--- config.mk ---
export PLATFORM = sky130hd
export DESIGN_NAME = keypad_scanner
export DESIGN_NICKNAME = d
export VERILOG_FILES = /design/src/rtl/keypad_pkg.sv /design/src/rtl/keypad_col_scan.sv /design/src/rtl/keypad_scanner.sv
export SDC_FILE = /design/constraint.sdc
export NUM_CORES = 1
export LEC_CHECK = 0
export ABC_AREA = 1
export CORE_UTILIZATION = 50
export CTS_BUF_LIST = sky130_fd_sc_hd__clkbuf_4 sky130_fd_sc_hd__clkbuf_8 sky130_fd_sc_hd__clkbuf_16
export DETAILED_ROUTE_END_ITERATION = 10
export GPL_TIMING_DRIVEN = 0
export PLACE_DENSITY_LB_ADDON = 0.08
export RECOVER_POWER = 100
export REMOVE_ABC_BUFFERS = 1
export SETUP_SLACK_MARGIN = 0.4
export SLEW_MARGIN = 30
export SYNTH_ARGS = -nofsm -noshare
export SYNTH_HDL_FRONTEND = slang
export SYNTH_SLANG_ARGS = --single-unit
--- constraint.sdc ---
create_clock -name clk -period 20.9 [get_ports clk]
set_input_delay 4.18 -clock clk [delete_from_list [all_inputs] [get_ports clk]]
set_output_delay 4.18 -clock clk [all_outputs]
set_load 0.1 [all_outputs]
--- src/rtl/keypad_pkg.sv ---
// rtl/keypad_pkg.sv - shared types and sizes for the 4x4 keypad scanner.
package keypad_pkg;
  localparam int NUM_ROWS = 4;
  localparam int NUM_COLS = 4;
  localparam int NUM_KEYS = NUM_ROWS * NUM_COLS;

  typedef enum logic [1:0] {IDLE, CAND, PRESSED, RELEASE} state_t;
  typedef enum logic [1:0] {NONE, SINGLE, MULTI} scan_kind_t;
endpackage

--- src/rtl/keypad_col_scan.sv ---
// rtl/keypad_col_scan.sv - column drive, row sync and per-scan classification.
module keypad_col_scan
  import keypad_pkg::*;
#(
  parameter int SCAN_DIV = 1000
) (
  input  logic       i_clk,
  input  logic       i_rst_n,
  input  logic [3:0] i_row,
  output logic [3:0] o_col,
  output logic       o_scan_done,
  output scan_kind_t o_scan_kind,
  output logic [3:0] o_scan_code
);
  localparam int DIV_W = $clog2(SCAN_DIV);

  logic [DIV_W-1:0]    r_div_cnt;
  logic [1:0]          r_col;
  logic [3:0]          r_row_s1;
  logic [3:0]          r_row_s2;
  logic [NUM_KEYS-1:0] r_acc;

  logic                w_slot_end;
  logic                w_scan_done;
  logic [NUM_KEYS-1:0] w_sample;
  logic [4:0]          w_cnt;
  logic [3:0]          w_code;

  assign w_slot_end  = (r_div_cnt == DIV_W'(SCAN_DIV - 1));
  assign w_scan_done = w_slot_end && (r_col == 2'd3);

  // The column-3 sample is merged in combinationally so the completed scan is judged on the same edge.
  always_comb begin
    w_sample = r_acc;
    if (w_slot_end) begin
      for (int r = 0; r < NUM_ROWS; r++) begin
        w_sample[{2'(r), r_col}] = ~r_row_s2[r];
      end
    end
  end

  always_comb begin
    w_cnt  = '0;
    w_code = '0;
    for (int i = 0; i < NUM_KEYS; i++) begin
      if (w_sample[i]) begin
        w_cnt  = w_cnt + 5'd1;
        w_code = 4'(i);
      end
    end
  end

  always_ff @(posedge i_clk or negedge i_rst_n) begin
    if (!i_rst_n) begin
      r_row_s1  <= '1;
      r_row_s2  <= '1;
      r_div_cnt <= '0;
      r_col     <= '0;
      r_acc     <= '0;
    end else begin
      r_row_s1 <= i_row;
      r_row_s2 <= r_row_s1;
      if (w_slot_end) begin
        r_div_cnt <= '0;
        r_col     <= r_col + 2'd1;
        r_acc     <= w_scan_done ? '0 : w_sample;
      end else begin
        r_div_cnt <= r_div_cnt + DIV_W'(1);
      end
    end
  end

  assign o_col       = ~(4'b0001 << r_col);
  assign o_scan_done = w_scan_done;
  assign o_scan_code = w_code;
  assign o_scan_kind = (w_cnt == 5'd0) ? NONE : ((w_cnt == 5'd1) ? SINGLE : MULTI);
endmodule

--- src/rtl/keypad_scanner.sv ---
// rtl/keypad_scanner.sv - 4x4 keypad scanner top: scan-level debounce FSM and key outputs.
module keypad_scanner
  import keypad_pkg::*;
#(
  parameter int SCAN_DIV       = 1000,
  parameter int DEBOUNCE_SCANS = 4
) (
  input  logic       clk,
  input  logic       reset,
  input  logic [3:0] row_in,
  output logic [3:0] col_out,
  output logic [3:0] key_code,
  output logic       key_valid,
  output logic       key_held
);
  localparam int CNT_W = $clog2(DEBOUNCE_SCANS + 1);

  logic             w_scan_done;
  scan_kind_t       w_scan_kind;
  logic [3:0]       w_scan_code;
  logic [CNT_W-1:0] w_count_inc;
  logic             w_count_full;

  state_t           r_state;
  logic [CNT_W-1:0] r_count;
  logic [3:0]       r_cand;
  logic [3:0]       r_key_code;
  logic             r_key_valid;
  logic             r_key_held;

  keypad_col_scan #(
    .SCAN_DIV (SCAN_DIV)
  ) u_col_scan (
    .i_clk       (clk),
    .i_rst_n     (reset),
    .i_row       (row_in),
    .o_col       (col_out),
    .o_scan_done (w_scan_done),
    .o_scan_kind (w_scan_kind),
    .o_scan_code (w_scan_code)
  );

  assign w_count_inc  = (r_count == CNT_W'(DEBOUNCE_SCANS)) ? r_count : r_count + CNT_W'(1);
  assign w_count_full = (w_count_inc == CNT_W'(DEBOUNCE_SCANS));

  always_ff @(posedge clk or negedge reset) begin
    if (!reset) begin
      r_state     <= IDLE;
      r_count     <= '0;
      r_cand      <= '0;
      r_key_code  <= '0;
      r_key_valid <= 1'b0;
      r_key_held  <= 1'b0;
    end else begin
      r_key_valid <= 1'b0;
      if (w_scan_done) begin
        case (r_state)
          IDLE: begin
            if (w_scan_kind == SINGLE) begin
              r_state <= CAND;
              r_cand  <= w_scan_code;
              r_count <= CNT_W'(1);
            end
          end
          CAND: begin
            if (w_scan_kind == SINGLE && w_scan_code == r_cand) begin
              r_count <= w_count_inc;
              if (w_count_full) begin
                r_state     <= PRESSED;
                r_key_code  <= r_cand;
                r_key_valid <= 1'b1;
                r_key_held  <= 1'b1;
              end
            end else if (w_scan_kind == SINGLE) begin
              r_cand  <= w_scan_code;
              r_count <= CNT_W'(1);
            end else begin
              r_state <= IDLE;
              r_count <= '0;
            end
          end
          PRESSED: begin
            // No rollover: any key activity keeps us here until a full release.
            if (w_scan_kind == NONE) begin
              r_state <= RELEASE;
              r_count <= CNT_W'(1);
            end
          end
          RELEASE: begin
            if (w_scan_kind == NONE) begin
              r_count <= w_count_inc;
              if (w_count_full) begin
                r_state    <= IDLE;
                r_count    <= '0;
                r_key_held <= 1'b0;
              end
            end else begin
              r_state <= PRESSED;
              r_count <= '0;
            end
          end
          default: begin
            r_state <= IDLE;
            r_count <= '0;
          end
        endcase
      end
    end
  end

  assign key_code  = r_key_code;
  assign key_valid = r_key_valid;
  assign key_held  = r_key_held;
endmodule

# == After elaboration in Yosys (flattened, before gate mapping) ==
# Cells that the tools add are included.
# op_classes
n_addsub,18
n_lt_le_gt_ge,8
n_eq_ne,20
shifts,1
n_mux,76
bitwise_logic,5
reduce_logical,16
# ops
op,count
$mux 5,15
$add 5x1->5 const B,14
$bwmux 16,4
$mux 4,10
$mux 16,2
$mux 3,10
$mux 2,11
$mux 1,15
$ne 2x2->1 const B,7
$pmux 3 s4,1
$reduce_and 6->1,2
$add 10x1->10 const B,1
$eq 10x10->1 const B,1
$lt 4x5->1 const B,2
$mux 10,1
$ne 3x3->1 const B,3
$demux 1 s2,4
$ge 4x1->1 const B,2
$pmux 2 s4,1
$pmux 4 s2,1
$eq 2x2->1 const B,3
$eq 3x3->1 const B,2
$logic_and 1x1->1,6
$reduce_and 3->1,2
18 further kinds,24
# word_totals
regBits,51
in_bits,6
wordCells,155

# == Depth between registers and ports, before layout ==
# Gate-level depths: netlist of the first run.
# logic_depth
ltp_word,48
ltp_mapped,68
depth_no_buf,68

# == Modules after synthesis ==
# A second synthesis of the first run with hierarchy kept.
# hier_totals
cells_unflattened,658
area_unflattened_um2,4331.7
# by_module_without_submodules
mod,instances,cells_per_inst,area_each_um2,seq_area_each_um2
keypad_col_scan,1,528,3379.5,910.9
keypad_scanner,1,130,952.2,375.4

# == Worst setup path before layout of the first run ==
# OpenSTA, ideal clock, no wires.
# synth_timing
path_type,flip-flop to flip-flop
start,register u_col_scan.r_col[0]
end,register r_state[0]
setup_ns,0.117
arrival_time_ns,9.770
required_time_ns,20.783
slack_ns,11.013
stages_incl_launch_ff,65
path_buffers,0
period_less_slack_ns,9.887
cell_sequence,dfrtp_1 > inv_1 > ha_1 > inv_1 > nand2_1 > nand2_1 > nand4_1 > nand2_1 > nand2_4 > nand2_2 > nand2_2 > nand2_1 > inv_1 > ha_1 > nand2_1 > nand2_1 > ha_1 > or2_2 > (+29 left out) > ha_1 > or2_2 > nand2_1 > inv_1 > ha_1 > or2_2 > a21boi_0 > ha_1 > nand2_1 > nand2_1 > nor2_1 > nand4_1 > o21ai_1 > nand2_1 > nor2_4 > nand2_1 > nand2_1 > nand2_1
# synth_between
elab_chain_cells,47
elab_cells_between_ends,90
cone_classes,add/sub (15); order compare (8); eq/ne (9); mux (49); reduce/logical (9)
# synth_rtl
element,line,text
from (decl),keypad_col_scan.sv:18,logic [1:0] r_col;
from (signal assigned),keypad_col_scan.sv:65,r_col <= r_col + 2'd1;
$lt 2x5->1 (not written as such) / $ge 2x1->1 (equally long branches),keypad_col_scan.sv:37,"w_sample[{2'(r), r_col}] = ~r_row_s2[r];"
$logic_and 1x1->1 (not written as such),keypad_col_scan.sv:37,
$mux 1 (not written as such),keypad_col_scan.sv:37,
$demux 1 s2,--,
$bwmux 16 (4 in series),keypad_col_scan.sv:37,
$mux 16,keypad_col_scan.sv:35,if (w_slot_end) begin
$mux 1,keypad_col_scan.sv:46,if (w_sample[i]) begin
$add 1x1->2,keypad_col_scan.sv:47,w_cnt = w_cnt + 5'd1;
(+27 left out),--,
$add 5x1->5,keypad_col_scan.sv:47,
$mux 5,keypad_col_scan.sv:46,
$eq 5x1->1,keypad_col_scan.sv:76,assign o_scan_kind = (w_cnt == 5'd0) ? NONE : ((w_cnt == 5'd1) ? SINGLE : MULTI);
$mux 2 (2 in series),keypad_col_scan.sv:76,
$eq 2x1->1,"keypad_scanner.sv:59, keypad_scanner.sv:66, keypad_scanner.sv:74",
$logic_and 1x1->1,keypad_scanner.sv:66,if (w_scan_kind == SINGLE && w_scan_code == r_cand) begin
$ne 3x3->1 (no line) / $mux 2 (equally long branches),--,
$reduce_and 6->1 (no line) / $pmux 2 s4 (equally long branches),--,
to (signal assigned),keypad_scanner.sv:60,r_state <= CAND;
to (signal assigned),keypad_scanner.sv:69,r_state <= PRESSED;
to (signal assigned),keypad_scanner.sv:78,r_state <= IDLE;
to (decl),keypad_scanner.sv:24,state_t r_state;
# Several ways; a longest one is shown, not always the timed one.
# A chain may end at the register's enable or synchronous reset.

# == Worst setup path after layout of the first run ==
# layout_timing
start,register u_col_scan.r_div_cnt[0]
end,register r_key_code[0] (netlist: key_code[0])
# layout_between
elab_chain_cells,39
elab_cells_between_ends,57
cone_classes,add/sub (15); eq/ne (4); mux (34); reduce/logical (4)
# layout_rtl
element,line,text
from (decl),keypad_col_scan.sv:17,logic [DIV_W-1:0] r_div_cnt;
from (signal assigned),keypad_col_scan.sv:68,r_div_cnt <= r_div_cnt + DIV_W'(1);
$eq 10x10->1 *,keypad_col_scan.sv:29,assign w_slot_end = (r_div_cnt == DIV_W'(SCAN_DIV - 1));
$mux 16,keypad_col_scan.sv:35,
$mux 1,keypad_col_scan.sv:46,
$add 1x1->2,keypad_col_scan.sv:47,
$mux 5,keypad_col_scan.sv:46,
$add 5x1->5,keypad_col_scan.sv:47,
$mux 5,keypad_col_scan.sv:46,
$add 5x1->5,keypad_col_scan.sv:47,
(+22 left out),--,
$mux 5,keypad_col_scan.sv:46,
$add 5x1->5,keypad_col_scan.sv:47,
$mux 5,keypad_col_scan.sv:46,
$eq 5x1->1,keypad_col_scan.sv:76,
$mux 2 (2 in series),keypad_col_scan.sv:76,
$eq 2x1->1,keypad_scanner.sv:66,
$logic_and 1x1->1,keypad_scanner.sv:66,
$reduce_and 4->1 (no line) *,--,
to (signal assigned),keypad_scanner.sv:70,r_key_code <= r_cand;
to (decl),keypad_scanner.sv:27,logic [3:0] r_key_code;
# Mark *: on every way between the ends. The rest lies on a longest branch, timed or not.

==> results of run 1 <==
## routing by layer
metal	track usage, %	up-vias
li1	-	2123
met1	27.89	1811
met2	40.30	48
met3	2.472	9
met4	5.100	0
met5	0	-
## power by group
group          total [mW]  internal [mW]  switching, mW
Clock              0.0580         0.0248         0.0332
Sequential          0.100          0.100       0.000400
Combinational     0.00311       0.000735        0.00237
## worst max-delay path: cells and delay by family, from the launching register on
family	cells	cell delay (ns)
compound gates	2	0.67
fa+ha+maj	14	3.66
buf+inv	9	0.56
flops	1	0.38
simple gates	37	5.63
## logic make-up (layout without fill, tap and decap cells)
| logic type | Yosys count | after routing | share of synthesized area (%) |
|---|---|---|---|
| xor+xnor | 8 | 8 | 1.603 |
| buf+inv | 121 | 143 | 10.42 |
| simple gates | 395 | 395 | 43.70 |
| mux | 6 | 6 | 1.374 |
| flops | 51 | 51 | 29.42 |
| fa+ha+maj | 20 | 20 | 5.724 |
| compound gates | 58 | 58 | 7.757 |
## sequential cells by signal (all words and copies together), names as in the netlist
signal                count
r_cand                    4
u_col_scan.r_row_s2       4
key_code                  4
key_valid                 1
u_col_scan.r_acc         16
r_state                   2
r_count                   3
key_held                  1
u_col_scan.r_col          2
u_col_scan.r_div_cnt     10
u_col_scan.r_row_s1       4
## cells in the final DEF (no fill, tap or decap), types with 2 or more instances in the layout
| cell | instances |
|---|---|
| clkinv_2 | 2 |
| mux2i_1 | 6 |
| nor2_4 | 2 |
| nor2_2 | 2 |
| or2_2 | 7 |
| dfstp_2 | 8 |
| nand4_1 | 17 |
| nor3_1 | 3 |
| inv_2 | 8 |
| nand3b_1 | 3 |
| clkbuf_8 | 5 |
| nand3_2 | 12 |
| dfrtp_1 | 43 |
| xor2_1 | 7 |
| o21ai_1 | 12 |
| o21ai_0 | 21 |
| ha_1 | 20 |
| nand2_1 | 192 |
| nand2_4 | 8 |
| a21oi_1 | 14 |
| nor2_1 | 64 |
| nand3_1 | 64 |
| dlygate4sd3_1 | 14 |
| nand2_2 | 18 |
| inv_1 | 111 |
## area by class of cell
type / count / area, um2 / area share [%]
Inverter: 120 / 451.7 / 9.715
Tap cell: 105 / 131.4 / 2.826
Multi-Input combinational cell: 487 / 2547 / 54.79
Timing Repair Buffer: 15 / 143.9 / 3.095
Sequential cell: 51 / 1286 / 27.66
Clock buffer: 6 / 76.32 / 1.642
Clock inverter: 2 / 12.51 / 0.2691
## through the flow
step	worst slack, ns	power [mW]	cells	instance area (um2)	hold WS, ns
floorplan	11.01	0.1027	658	4368	0.3452
global placement	10.94	0.1058	778	4649	0.3458
detailed placement	10.63	0.1059	778	4649	0.3470
CTS	10.60	0.1637	786	4738	0.3500
global route	9.001	0.1677	786	4649	0.3566
finish	9.914	0.1615	786	4649	0.3508
## path summary, 6_finish.rpt
path                                          from                       to  slack (ns)  cells after the start
max                        u_col_scan.r_div_cnt[0]              key_code[0]        9.91                     62
min                         u_col_scan.r_row_s1[0]   u_col_scan.r_row_s2[0]        0.35                      0
max reg2reg                u_col_scan.r_div_cnt[0]              key_code[0]        9.91                     62
min reg2reg                 u_col_scan.r_row_s1[0]   u_col_scan.r_row_s2[0]        0.35                      0
max in group asynchronous                    reset     u_col_scan.r_acc[12]       14.73                      1
min in group asynchronous                    reset  u_col_scan.r_div_cnt[2]        4.68                      1
## cell usage after synthesis, types with 8 or more instances
| master | instances | area [um2] |
|---|---|---|
| nand4_1 | 17 | 106.4 |
| o21ai_1 | 18 | 90.09 |
| inv_2 | 11 | 41.29 |
| inv_1 | 108 | 405.4 |
| dfrtp_1 | 43 | 1076 |
| nor2_1 | 60 | 225.2 |
| nand3_1 | 60 | 300.3 |
| a21oi_1 | 14 | 70.07 |
| ha_1 | 20 | 250.2 |
| dfstp_2 | 8 | 210.2 |
| o21ai_0 | 15 | 75.07 |
| nand2_4 | 8 | 90.09 |
| nand2_2 | 20 | 125.1 |
| nand3_2 | 14 | 140.1 |
| nand2_1 | 190 | 713.2 |
==> impl_metrics.csv, run 1 <==
group,metric,value,unit
critical_path,crit_path_start_kind,"register",
synth,synthDistinctLibCells,40,
floorplan,die_area,9121,um2
floorplan,die_w,95.51,um
critical_path,critical_path.slowest_cell,"dfrtp_1",
detailed_routing,number_of_drc_violations_after_detailed_routing,0,
floorplan,rows,33,
timing,maxClockFrequency,0.09103,GHz
finish,final_core_density,55.75,%
global_routing,groute.usage.overall,22.16,%
floorplan,i_o_pin_count,16,
detailed_routing,met3WireLength,164,um
synth,yosys_warnings,0,
detailed_routing,wl,8.955,mm
detailed_routing,drt_pass1_iterations,5,
timing,final.period_utilization,52.56,%
critical_path,timing.critical_path.mode_cell,"nand2_1",
clock_tree,cts-root-to-sink-buffers,2,
critical_path,endpoint_kind,"register",
critical_path,crit_path_max_incr_delay,0.38,ns
floorplan,die_outline_height,95.51,um
run_status,outcome,"finished, violations left",
place,gpl.final_weighted_congestion,0.8841,
clock_tree,clock_root_buffer,"clkbuf_8",
synth,syn_area,4372,um2
detailed_routing,detailroute.wirelength.met2,4.283,mm
clock_tree,post-cts-setup-buffer-count,0,
timing,worst_pin_slew,2.623,ns
clock_tree,htree_levels,2,
detailed_routing,antenna_left,0,
detailed_routing,vias,3991,
clock_tree,clk_pin_slew_worst_paths,0.10,ns
pwr,max-vdd-ir-drop,0.00002391,V
floorplan,initial_core_util,52.42,%
synth,synth-edff-count,0,
timing,setup_viol_count_final,0,
floorplan,core_area,8341,um2
synth,postSynthRegisterBits,51,
synth,synthFlopType,"dfrtp_1",
timing,finalHoldViolCount,0,
place,hpwlAfterDp,7.186,mm
pwr,cell_leakage_power,2.757,nW
timing,grt_setup_unrepaired,"no",
timing,timing.clock.skew,0.009538,ns
global_routing,first_global_vias,3798,
place,portBuffers,15,
critical_path,critPathMaxFanout,7,
global_routing,grt_antenna_before_repair,0,
timing,setup_total_negative_slack,0,ns
worst_hold_path,hold_path_class,"reg2reg",
clock_tree,postCtsResizedCells,0,
synth,synth-seq-area-share,29.42,%
detailed_routing,topRoutingLayerUsed,"met4",
global_routing,largest_net_degree_at_the_start_of_global_routing,52,
finish,syn2layout_area_growth,6.354,%
finish,diodes,0,
detailed_routing,per_cell_routed_wire_length,11.39,um
synth,syn_area_per_cell,6.634,um2
finish,fill_cells,840,
clock_tree,clkSinkCount,51,
critical_path,timing.setup.critical_path_class,"reg2reg",
finish,fin_nets,706,
synth,synth_cells,659,
global_routing,first_pass_grt_wire_length,16.24,mm
flow_run,max-cap-violations,1,
global_routing,grt_overflow_total,0,
timing,timing.slew.headroom,-74.85,%
timing,final_max_slew_viol_count,52,
clock_tree,cts_inserted_buffers,5,
run_status,failing_checks,"capacitance limit, slew limit",
clock_tree,tritoncts,"built",
critical_path,critPathRequiredTime,21.15,ns
synth,synth_async_sr_flop_share,100.0,%
clock_tree,cts-hold-fix-buffers,0,
detailed_routing,detailedRoute.firstIterationViolations,158,
clock_tree,clock_latency,0.31,ns
pwr,power_density,34.73,nW/um2
detailed_routing,detail_route.vias_per_cell,5.078,
critical_path,worst_ep_arrival_time,11.24,ns
finish,share_of_final_layout_standard_cells_stronger_than_drive_strength_1,11.31,%
detailed_routing,routedLengthMet1,4.392,mm
timing,period_needed,10.99,ns
Note: power is estimated with default switching activity, not from simulation.
==> run 2: changes to the inputs <==
Clock period 20.9 ns to 11.4 ns, I/O delays scaled along.
==> run 2 against run 1 <==
Against the previous run: the run still ends with capacitance limit, slew limit left; worst hold slack barely moved; utilization rose by 0.81 points; count of clock-buffer cells in the layout did not move; clock skew rose by 0.0013 ns; register-to-register slack got worse by 9.0 ns; clock power rose by 81%; cell count did not move; via count rose by 0.50%; sequential power rose by 84%; largest cell class unchanged; highest routed layer unchanged; sequential share of layout area fell by 0.40 points.
==> impl_metrics.csv, run 2 (synthesis gave the netlist of run 1 again) <==
group,metric,value,unit
run_status,outcome,"finished, violations left",
run_status,failing_checks,"capacitance limit, slew limit",
critical_path,sum_of_buffers_and_inverters_on_the_critical_path,9,
clock_tree,htree_levels,2,
pwr,pwr-share-comb,1.9,%
pwr,sequential_group_share_of_total_power,62.5,%
timing,timing.clock.skew,0.01082,ns
clock_tree,clk_pin_slew_worst_paths,0.10,ns
critical_path,critPathMaxFanout,7,
detailed_routing,detailedRoute.firstIterationViolations,166,
finish,share_of_final_layout_standard_cells_stronger_than_drive_strength_1,12.63,%
critical_path,setup.reg_to_reg.worst_slack,0.95,ns
place,portBuffers,15,
finish,syn2layout_area_growth,7.899,%
critical_path,crit_path_max_incr_delay,0.38,ns
global_routing,largest_net_degree_at_the_start_of_global_routing,52,
global_routing,grt_overflow_total,0,
global_routing,first_pass_grt_wire_length,16.24,mm
timing,grt_setup_unrepaired,"no",
pwr,power.total,294.7,uW
finish,largest_register_ffs,16,
critical_path,critical_path.slowest_cell,"dfrtp_1",
global_routing,grt_antenna_before_repair,0,
finish,top_register,"u_col_scan.r_acc",
timing,setup_total_negative_slack,0,ns
pwr,total_switching_power,64.64,uW
timing,setup_viol_count_final,0,
finish,largest_registers_ranked_by_flip_flop_count,"u_col_scan.r_acc x16, u_col_scan.r_div_cnt x10",
finish,final_core_density,56.56,%
timing,period_needed,10.45,ns
pwr,power_density,62.49,nW/um2
timing,worst_pin_slew,2.637,ns
pwr,max-vdd-ir-drop,0.00004381,V
finish,fin_nets,706,
timing,timing.slew.headroom,-75.83,%
timing,maxClockFrequency,0.09571,GHz
clock_tree,cts_inserted_buffers,5,
clock_tree,cts-hold-fix-buffers,0,
critical_path,critPathRequiredTime,11.60,ns
detailed_routing,detail_route.vias_per_cell,5.103,
detailed_routing,drt_pass1_iterations,5,
critical_path,crit_path_start_kind,"register",
critical_path,timing.critical_path.mode_cell,"nand2_1",
floorplan,die_w,95.51,um
timing,final_max_slew_viol_count,52,
detailed_routing,number_of_drc_violations_after_detailed_routing,0,
pwr,cellInternalPower,230.1,uW
pwr,clock_power_share,35.6,%
clock_tree,cts-root-to-sink-buffers,2,
global_routing,first_global_vias,3798,
timing,finalHoldViolCount,0,
finish,diodes,0,
clock_tree,clock_latency,0.31,ns
global_routing,groute.usage.overall,22.16,%
place,gpl.final_weighted_congestion,0.8841,
floorplan,i_o_pin_count,16,
clock_tree,tritoncts,"built",
detailed_routing,antenna_left,0,
finish,mostFrequentLayoutCells,"nand2_1, inv_1, nor2_1",
timing,final.period_utilization,91.65,%
floorplan,core_area,8341,um2
critical_path,critical_path.top_delay_family,"simple AND/OR/NAND/NOR gates",
worst_hold_path,hold_path_class,"reg2reg",
critical_path,endpoint_kind,"register",
clock_tree,clock_root_buffer,"clkbuf_8",
detailed_routing,per_cell_routed_wire_length,11.37,um
timing,hold_ws,0.3503,ns
floorplan,die_outline_height,95.51,um
detailed_routing,wl,8.938,mm
finish,most_frequent_standard_cell_in_the_layout_excluding_fill_and_tap_cells,"nand2_1",
floorplan,initial_core_util,52.42,%
floorplan,die_area,9121,um2
place,hpwlAfterDp,7.186,mm
clock_tree,clkSinkCount,51,
flow_run,max-cap-violations,1,
pwr,switching_share,21.93,%
pwr,cell_leakage_power,2.759,nW
floorplan,rows,33,
critical_path,timing.setup.critical_path_class,"reg2reg",
critical_path,worst_ep_arrival_time,10.65,ns
detailed_routing,vias,4011,
## run 2: stage by stage
| stage | instance area, um2 | std cells | setup WS (ns) |
|---|---|---|---|
| 6_report | 4717 | 786 | 0.9520 |
| 5_1_grt | 4717 | 786 | 0.2053 |
| 4_1_cts | 4738 | 786 | 1.096 |
| 3_5_place_dp | 4649 | 778 | 1.133 |
| 3_3_place_gp | 4649 | 778 | 1.437 |
| 2_1_floorplan | 4368 | 658 | 1.513 |
## run 2: timing repair
item,4_1_cts,5_1_grt
endpoints found under the setup margin,0,3
gates resized for setup,0,2
setup buffers,0,0
## run 2: final timing paths
check | startpoint | to | depth (start not counted)
min reg2reg | u_col_scan.r_row_s1[0] | u_col_scan.r_row_s2[0] | 0
max | u_col_scan.r_div_cnt[0] | r_state[1] | 62
min in group asynchronous | reset | u_col_scan.r_div_cnt[2] | 1
min | u_col_scan.r_row_s1[0] | u_col_scan.r_row_s2[0] | 0
max in group asynchronous | reset | u_col_scan.r_acc[13] | 1
max reg2reg | u_col_scan.r_div_cnt[0] | r_state[1] | 62
## run 2: final cells by class
| class | instances | area (um2) |
|---|---|---|
| fillers | 825 | 3623 |
| multi-input cells | 487 | 2615 |
| flip-flops and latches | 51 | 1286 |
| inverters | 120 | 451.7 |
| repair buffers | 15 | 143.9 |
| well taps | 105 | 131.4 |
| clock buffers | 6 | 76.32 |
| clock inverters | 2 | 12.51 |
## run 2: routing by layer
layer	up-vias	GRT usage [%]	share of wire [%]	routed length [um]
met1	1818	27.89	49	4383
met2	53	40.30	48	4280
met4	0	5.100	1.0	89
li1	2128	-	-	-
met3	12	2.472	2.1	184
met5	-	0	0	0
## run 2: power by group through the flow
stage / clock (mW) / sequential (mW) / combinational (mW)
after floorplan: 0 / 0.187 / 0.000977
after global placement: 0 / 0.188 / 0.00647
after detailed placement: 0 / 0.188 / 0.00652
after CTS: 0.110 / 0.184 / 0.00652
after global routing: 0.116 / 0.184 / 0.00685
final: 0.105 / 0.184 / 0.00572
